$ cat src/rtl/next_pc_unit.sv
// Fetch-side next-PC generator: direct-mapped BTB with 2-bit counters, same-cycle
// prediction from pc_i, EX-stage training, mispredict redirect/flush and a saturating mispredict count.
module next_pc_unit #(
    parameter int ENTRIES = 16,
    parameter int IDX_W   = 4
) (
    input  logic        clk_i,
    input  logic        rst_i,
    input  logic [31:0] pc_i,
    input  logic        stall_i,
    input  logic        ex_valid_i,
    input  logic        ex_is_branch_i,
    input  logic        ex_taken_i,
    input  logic [31:0] ex_pc_i,
    input  logic [31:0] ex_target_i,
    input  logic [31:0] ex_pred_pc_i,
    output logic [31:0] pc_next_o,
    output logic        pc_write_o,
    output logic        pred_taken_o,
    output logic        flush_o,
    output logic [15:0] mispred_cnt_o
);
    localparam int TAG_W = 32 - IDX_W - 2;

    logic [ENTRIES-1:0] valid_q;
    logic [1:0]         ctr_q [ENTRIES];
    logic [TAG_W-1:0]   tag_q [ENTRIES];
    logic [31:0]        tgt_q [ENTRIES];

    logic [IDX_W-1:0] lk_idx, ex_idx;
    logic [TAG_W-1:0] lk_tag, ex_tag;
    logic             lk_hit, ex_hit, ex_br, mispredict;
    logic [31:0]      pred_next, actual;
    logic             unused_low_bits;

    function automatic logic [1:0] ctr_inc(input logic [1:0] c);
        return (c == 2'b11) ? c : c + 2'b01;
    endfunction

    function automatic logic [1:0] ctr_dec(input logic [1:0] c);
        return (c == 2'b00) ? c : c - 2'b01;
    endfunction

    function automatic logic [15:0] cnt_sat_inc(input logic [15:0] c);
        return (c == 16'hFFFF) ? c : c + 16'd1;
    endfunction

    assign unused_low_bits = ^{pc_i[1:0], ex_pc_i[1:0]};

    // lookup stage: prediction for the instruction currently at pc_i
    assign lk_idx       = pc_i[IDX_W+1:2];
    assign lk_tag       = pc_i[31:IDX_W+2];
    assign lk_hit       = valid_q[lk_idx] && (tag_q[lk_idx] == lk_tag);
    assign pred_taken_o = lk_hit && ctr_q[lk_idx][1];
    assign pred_next    = pred_taken_o ? tgt_q[lk_idx] : pc_i + 32'd4;

    // resolution stage: compare the EX outcome with the prediction it carried
    assign ex_idx     = ex_pc_i[IDX_W+1:2];
    assign ex_tag     = ex_pc_i[31:IDX_W+2];
    assign ex_hit     = valid_q[ex_idx] && (tag_q[ex_idx] == ex_tag);
    assign ex_br      = ex_valid_i && ex_is_branch_i;
    assign actual     = ex_taken_i ? ex_target_i : ex_pc_i + 32'd4;
    // held in reset, the unit presents the plain sequential-fetch outputs
    assign mispredict = rst_i && ex_br && (actual != ex_pred_pc_i);

    always_comb begin
        pc_next_o  = pred_next;
        pc_write_o = 1'b1;
        flush_o    = 1'b0;
        if (mispredict) begin
            pc_next_o = actual;
            flush_o   = 1'b1;
        end else if (stall_i && rst_i) begin
            pc_write_o = 1'b0;
        end
    end

    // update stage: control state (valid, counters, mispredict count)
    always_ff @(posedge clk_i or negedge rst_i) begin
        if (!rst_i) begin
            valid_q       <= '0;
            mispred_cnt_o <= '0;
            for (int i = 0; i < ENTRIES; i++) ctr_q[i] <= 2'b01;
        end else begin
            if (ex_br) begin
                if (ex_hit) begin
                    ctr_q[ex_idx] <= ex_taken_i ? ctr_inc(ctr_q[ex_idx]) : ctr_dec(ctr_q[ex_idx]);
                end else if (ex_taken_i) begin
                    valid_q[ex_idx] <= 1'b1;
                    ctr_q[ex_idx]   <= 2'b10;
                end
            end
            if (mispredict) mispred_cnt_o <= cnt_sat_inc(mispred_cnt_o);
        end
    end

    // tag/target payload carries no reset; valid_q guards it
    always_ff @(posedge clk_i) begin
        if (ex_br && ex_taken_i) begin
            tag_q[ex_idx] <= ex_tag;
            tgt_q[ex_idx] <= ex_target_i;
        end
    end
endmodule

$ cat config.mk
export PLATFORM = sky130hd
export DESIGN_NAME = next_pc_unit
export DESIGN_NICKNAME = d
export VERILOG_FILES = /design/src/rtl/next_pc_unit.sv
export SDC_FILE = /design/constraint.sdc
export NUM_CORES = 1
export LEC_CHECK = 0
export CAP_MARGIN = 40
export CORE_MARGIN = 10
export CORE_UTILIZATION = 60
export DETAILED_ROUTE_END_ITERATION = 12
export PLACE_DENSITY_LB_ADDON = 0.05
export SLEW_MARGIN = 40
export SYNTH_ARGS = -nofsm -noshare
export SYNTH_HDL_FRONTEND = slang
export SYNTH_SLANG_ARGS = --single-unit
$ cat constraint.sdc
create_clock -name clk_i -period 10.4 [get_ports clk_i]
set_input_delay 1.56 -clock clk_i [delete_from_list [all_inputs] [get_ports clk_i]]
set_output_delay 1.56 -clock clk_i [all_outputs]
set_load 0.05 [all_outputs]
Word-level counts from Yosys, hierarchy flattened
Memory sizes are Yosys's and may differ from the RTL's. Cells that the tools add are included.

Latch bits: 0. Memories: 2. Bits in read-only memories: 0. Output and inout port bits: 51. Memory bits (writable): 928. Register bits: 64.

Memory list: tgt_q (depth 16, bits a word 32, read ports 1, clocked after memory_dff 0, wr ports 1, line 28) `logic [31:0] tgt_q [ENTRIES];`; tag_q (depth 16, bits a word 26, read ports 2, clocked after memory_dff 0, wr ports 1, line 27) `logic [TAG_W-1:0] tag_q [ENTRIES];`.

Bitwise gates (word level): 8. Shift-type cells: 0. Mux-type cells: 28. Equal/unequal tests: 5. Add/subtract/negate cells: 5. Div/mod/pow operators: 0. $lt $le $gt $ge: 6. Multiply operators: 0. Reductions and logical operators: 15.

Operators by type and width (count): two-way mux 32 bit (5); adder 32 x 3 -> 32 bit, second input constant (2); equality test 26 bit (2); bitwise mux 32 bit (1); inequality test 32 bit (1); bitwise OR 16 bit (2); adder 16 x 1 -> 16 bit, second input constant (1); AND 16 bit (1); binary-select mux 2 bit (select 4 bit) (2); equality test 16 bit, second input constant (1); two-way mux 2 bit (8); NOT 16 bit (1); greater-or-equal comparator 5 bit, second input constant (2); logical AND 1 bit (10); < comparator 4 x 5 -> 1 bit, second input constant (2); NOT 4 -> 5 bit (2); binary-select mux 1 bit (select 4 bit) (2); demux 2 bit (select 4 bit) (1); two-way mux 1 bit (8); < comparator 5 x 1 -> 1 bit, second input constant (1); demux 1 bit (select 4 bit) (1); greater-or-equal comparator 4 x 1 -> 1 bit, second input constant (1); AND reduction 2 bit (2); AND reduction 3 bit (1); other kinds (6) (7).

Depth between registers and ports, before layout
Word-level depth: 9. Mapped depth: 19.

Worst setup path before layout
No wires, ideal clock.

Kind: in2out. Start point: input port ex_pc_i[3]. End point: output port pc_next_o[31]. Arrival time: 5.715 ns. Stages: 16. Slack: 3.125 ns. Cell sequence: buf_2 -> buf_1 -> clkbuf_1 -> inv_1 -> ha_1 -> mux2i_1 -> xor2_1 -> nand2_1 -> a2111oi_0 -> o2111ai_1 -> nor4_1 -> nand4_1 -> o211a_2 -> buf_2 -> buf_2 -> o21ai_0.

Cells in the longest elaborated chain, start to end: 5.

RTL lines: from (decl) (line 14) `input logic [31:0] ex_pc_i,`; adder 32 x 3 -> 32 bit (*) (line 62) `assign actual = ex_taken_i ? ex_target_i : ex_pc_i + 32'd4;`; two-way mux 32 bit (*) (line 62); inequality test 32 bit (line 64) `assign mispredict = rst_i && ex_br && (actual != ex_pred_pc_i);`; logical AND 1 bit (line 64); two-way mux 32 bit (*) (line 70) `if (mispredict) begin`; to (decl) (line 17) `output logic [31:0] pc_next_o,`.

Mark *: on every way between the ends. The rest lies on a longest branch, timed or not.

Worst setup path in the final report
Ends and elaborated chain as after synthesis.

==> impl_metrics.yaml <==
die:
  coreArea_um2: 75820
  die_y_um: 296.6
  rows: 101
  die_area_um2: 87950
  start_util: 0.6053
  fp.dieW_um: 296.6
  ios: 185
cells_and_area:
  layout.cells.non_filler: 3813
  num-nets-final: 2894
  fin_util: 0.6888
  drive_gt1_frac: 0.2387
  final_cell_area_um2: 52230
  syn_to_final_growth_pct: 13.81
sta:
  hold_viol_final: 0
  slew_viol_final: 0
  hold_ws_ns: 0.4825
  timing.setup.tns_ns: 0
  slew_headroom: 0.3883
  setup-violations-final: 0
  fin_worst_skew_ns: 0.01716
  fin_crit_sh: 0.8149
  fin_ws_ns: 1.925
  final.min_clock_period_ns: 8.475
  worst_pin_slew_ns: 0.9091
  rsz0062_at_grt: "no"
  max_freq_mhz: 118.0
clocking:
  ctsHoldBuffers: 0
  htreeDepth: 3
  clk_latency_ns: 0.69
  cts_resized: 0
  root_buffer: "clkbuf_16"
  cts_tree: "done"
  cts_setup_buffers: 0
  cts.sinks: 992
  cts_buffer_depth: 3
  cts_buffers: 101
  path_clk_slew_ns: 0.06
synthesis:
  mappedNetlistArea_um2: 45890
  synth_top_cell_by_area: "edfxtp_1"
  yosysMostFrequentCell: "edfxtp_1"
  synth-main-ff-cell: "edfxtp_1"
  synth_xor_area_frac: 0.02816
  synthCells: 2553
  synth_compound_area_frac: 0.04174
  synthMuxAreaShare: 0.2190
  synthSimpleGateAreaFrac: 0.04501
  synth_top_family_by_area: "multiplexers"
  ys_top_cells_by_count: "928 x edfxtp_1, 377 x mux4_2, 113 x mux2i_1, 103 x nand2_1, 102 x xnor2_1"
  yosys_register_bits: 992
  synthAdderAreaFrac: 0.001854
  synth_top_area_frac: 0.6072
  yosysSeqAreaShare: 0.6425
  synth.avg_cell_area_um2: 17.98
  synthDistinctLibCells: 81
  synth_nets: 2693
  synth_area_leaders: "edfxtp_1 61%, mux4_2 19%, dfrtp_1 2.6%"
  synth-async-reset-ratio: 0.06452
  yosysWarnings: 0
  synth-edff-count: 928
setup_path:
  cp-end-kind: "output port"
  crit_path_start_kind: "primary input"
  slowest_delay_ns: 0.90
  slowest_stage: "clkdlybuf4s50_1"
  cpMostUsedCell: "buf_4"
  cp_data_required_time_ns: 8.84
  crit_arrival_ns: 6.91
  critPathKind: "primary input to output port"
  cp_top_family: "buffers and inverters"
  path_max_fanout: 53
  crit_chain: "buf_4, ha_1, buf_4, and3_1, nand4_1, or4_1, xor2_1, xnor2_1, a211oi_1, a31oi_1, o211a_4, buf_12, o21ai_0, clkdlybuf4s50_1"
  cp_num_buf_inv: 4
detailed_routing:
  drtIter0Drc: 4284
  via_count: 27750
  top_layer: "met5"
  met1Wirelength_um: 53130
  routed_wl_um: 141600
  wl_per_cell_um: 37.14
  drtAntennaViolNets: 0
  wl_met3_um: 17380
  routed_via_density: 7.276
  dr_wl_met2_um: 65680
  dr.pass1.iters: 6
  drcViolationCount: 0
place:
  dp_slack_ns: 2.054
  routabilityCongestion: 0.9793
  dpl.hpwl_um: 88690
  placed_cell_area_um2: 48860
  dp_cells: 3626
  port_buffers: 184
global_route:
  grt_antenna_before_repair: 12
  grt_pass1_vias: 27210
  grtUsageTotal: 0.3257
  grt_max_degree: 95
  grt_pass1_wl_um: 201900
  overflow: 0
hold_path:
  min-delay-path-class: "flip-flop to flip-flop"
power:
  finalPower_mw: 9.026
  power.density_nw_per_um2: 172.8
  peakVddDrop_mv: 0.2129
  static-leakage-power_nw: 16.84
run_status:
  outcome: "finished, final reports clean"
job:
  max-cap-violations: 0
## path summary, 6_finish.rpt
path | cells past startpoint | from | end | slack [ns]
setup / recovery | 14 | ex_pc_i[3] | pc_next_o[31] | 1.93
hold / removal | 1 | valid_q[4]$_DFFE_PN0P_ | valid_q[4]$_DFFE_PN0P_ | 0.48
setup reg to reg | 9 | tag_q[11][2]$_DFFE_PP_ | ctr_q[29]$_DFFE_PN0P_ | 5.92
hold reg to reg | 1 | valid_q[4]$_DFFE_PN0P_ | valid_q[4]$_DFFE_PN0P_ | 0.48
max in group asynchronous | 2 | rst_i | valid_q[14]$_DFFE_PN0P_ | 8.44
min in group asynchronous | 1 | rst_i | ctr_q[11]$_DFFE_PN0P_ | 0.88
## worst register-to-register path, cell delays in order, from the launching register on
cell	delay [ns]
edfxtp_1	0.37
mux4_2	0.49
mux4_2	0.49
xnor2_1	0.50
and4_1	0.45
o2111ai_1	0.19
nor4_2	0.57
nand3_1	0.27
nand3b_1	0.65
o22a_1	0.37
## registers in the layout (all words and copies together) (netlist names)
name	flops
valid_q	16
tgt_q	512
ctr_q	32
tag_q	416
mispred_cnt_o	16
## routing by layer
metal / GRT usage / vias up
li1: - / 10970
met2: 0.4969 / 1987
met3: 0.07565 / 287
met1: 0.4634 / 14490
met4: 0.1116 / 14
met5: 0 / -
## where the power goes
part / total, mW / switching (mW) / leakage [nW] / internal [mW]
clock: 3.62 / 1.56 / 1.60 / 2.06
combinational: 0.935 / 0.563 / 6.12 / 0.372
sequential: 4.47 / 0.0431 / 9.12 / 4.42
total: 9.03 / 2.17 / 16.8 / 6.86
## final cells by class
type                    count  area (um2)
diodes                      3       7.507
multi-input cells        1356       15480
repair buffers            270        2628
flip-flops and latches    992       29490
clock buffers             122        2636
inverters                  33       123.9
fillers                  4822       23590
well taps                 978        1224
clock inverters            59       646.9
## cells by family (layout without fill, tap and decap cells)
family,count (synthesis),in the layout
multiplexers,512,512
buffers and inverters,205,484
AND/OR/NAND/NOR,406,406
adder cells (fa/ha/maj),7,7
other,0,3
AO/OA/AOI/OAI,285,285
flip-flops,992,992
XOR/XNOR,146,146
## cells in the final DEF (no fill, tap or decap), drive strengths merged, types with 23 or more instances in the layout
cell / count
o21ai: 93
xor2: 43
clkbuf: 123
dfrtp: 48
nor2: 81
nand3: 55
nand2: 103
mux4: 389
nand4: 29
a21oi: 30
xnor2: 102
inv: 35
and2: 23
edfxtp: 928
mux2i: 113
buf: 97
clkinv: 45
nor3: 23
clkdlybuf4s50: 172
No activity file was read; power rests on OpenSTA's default activity.
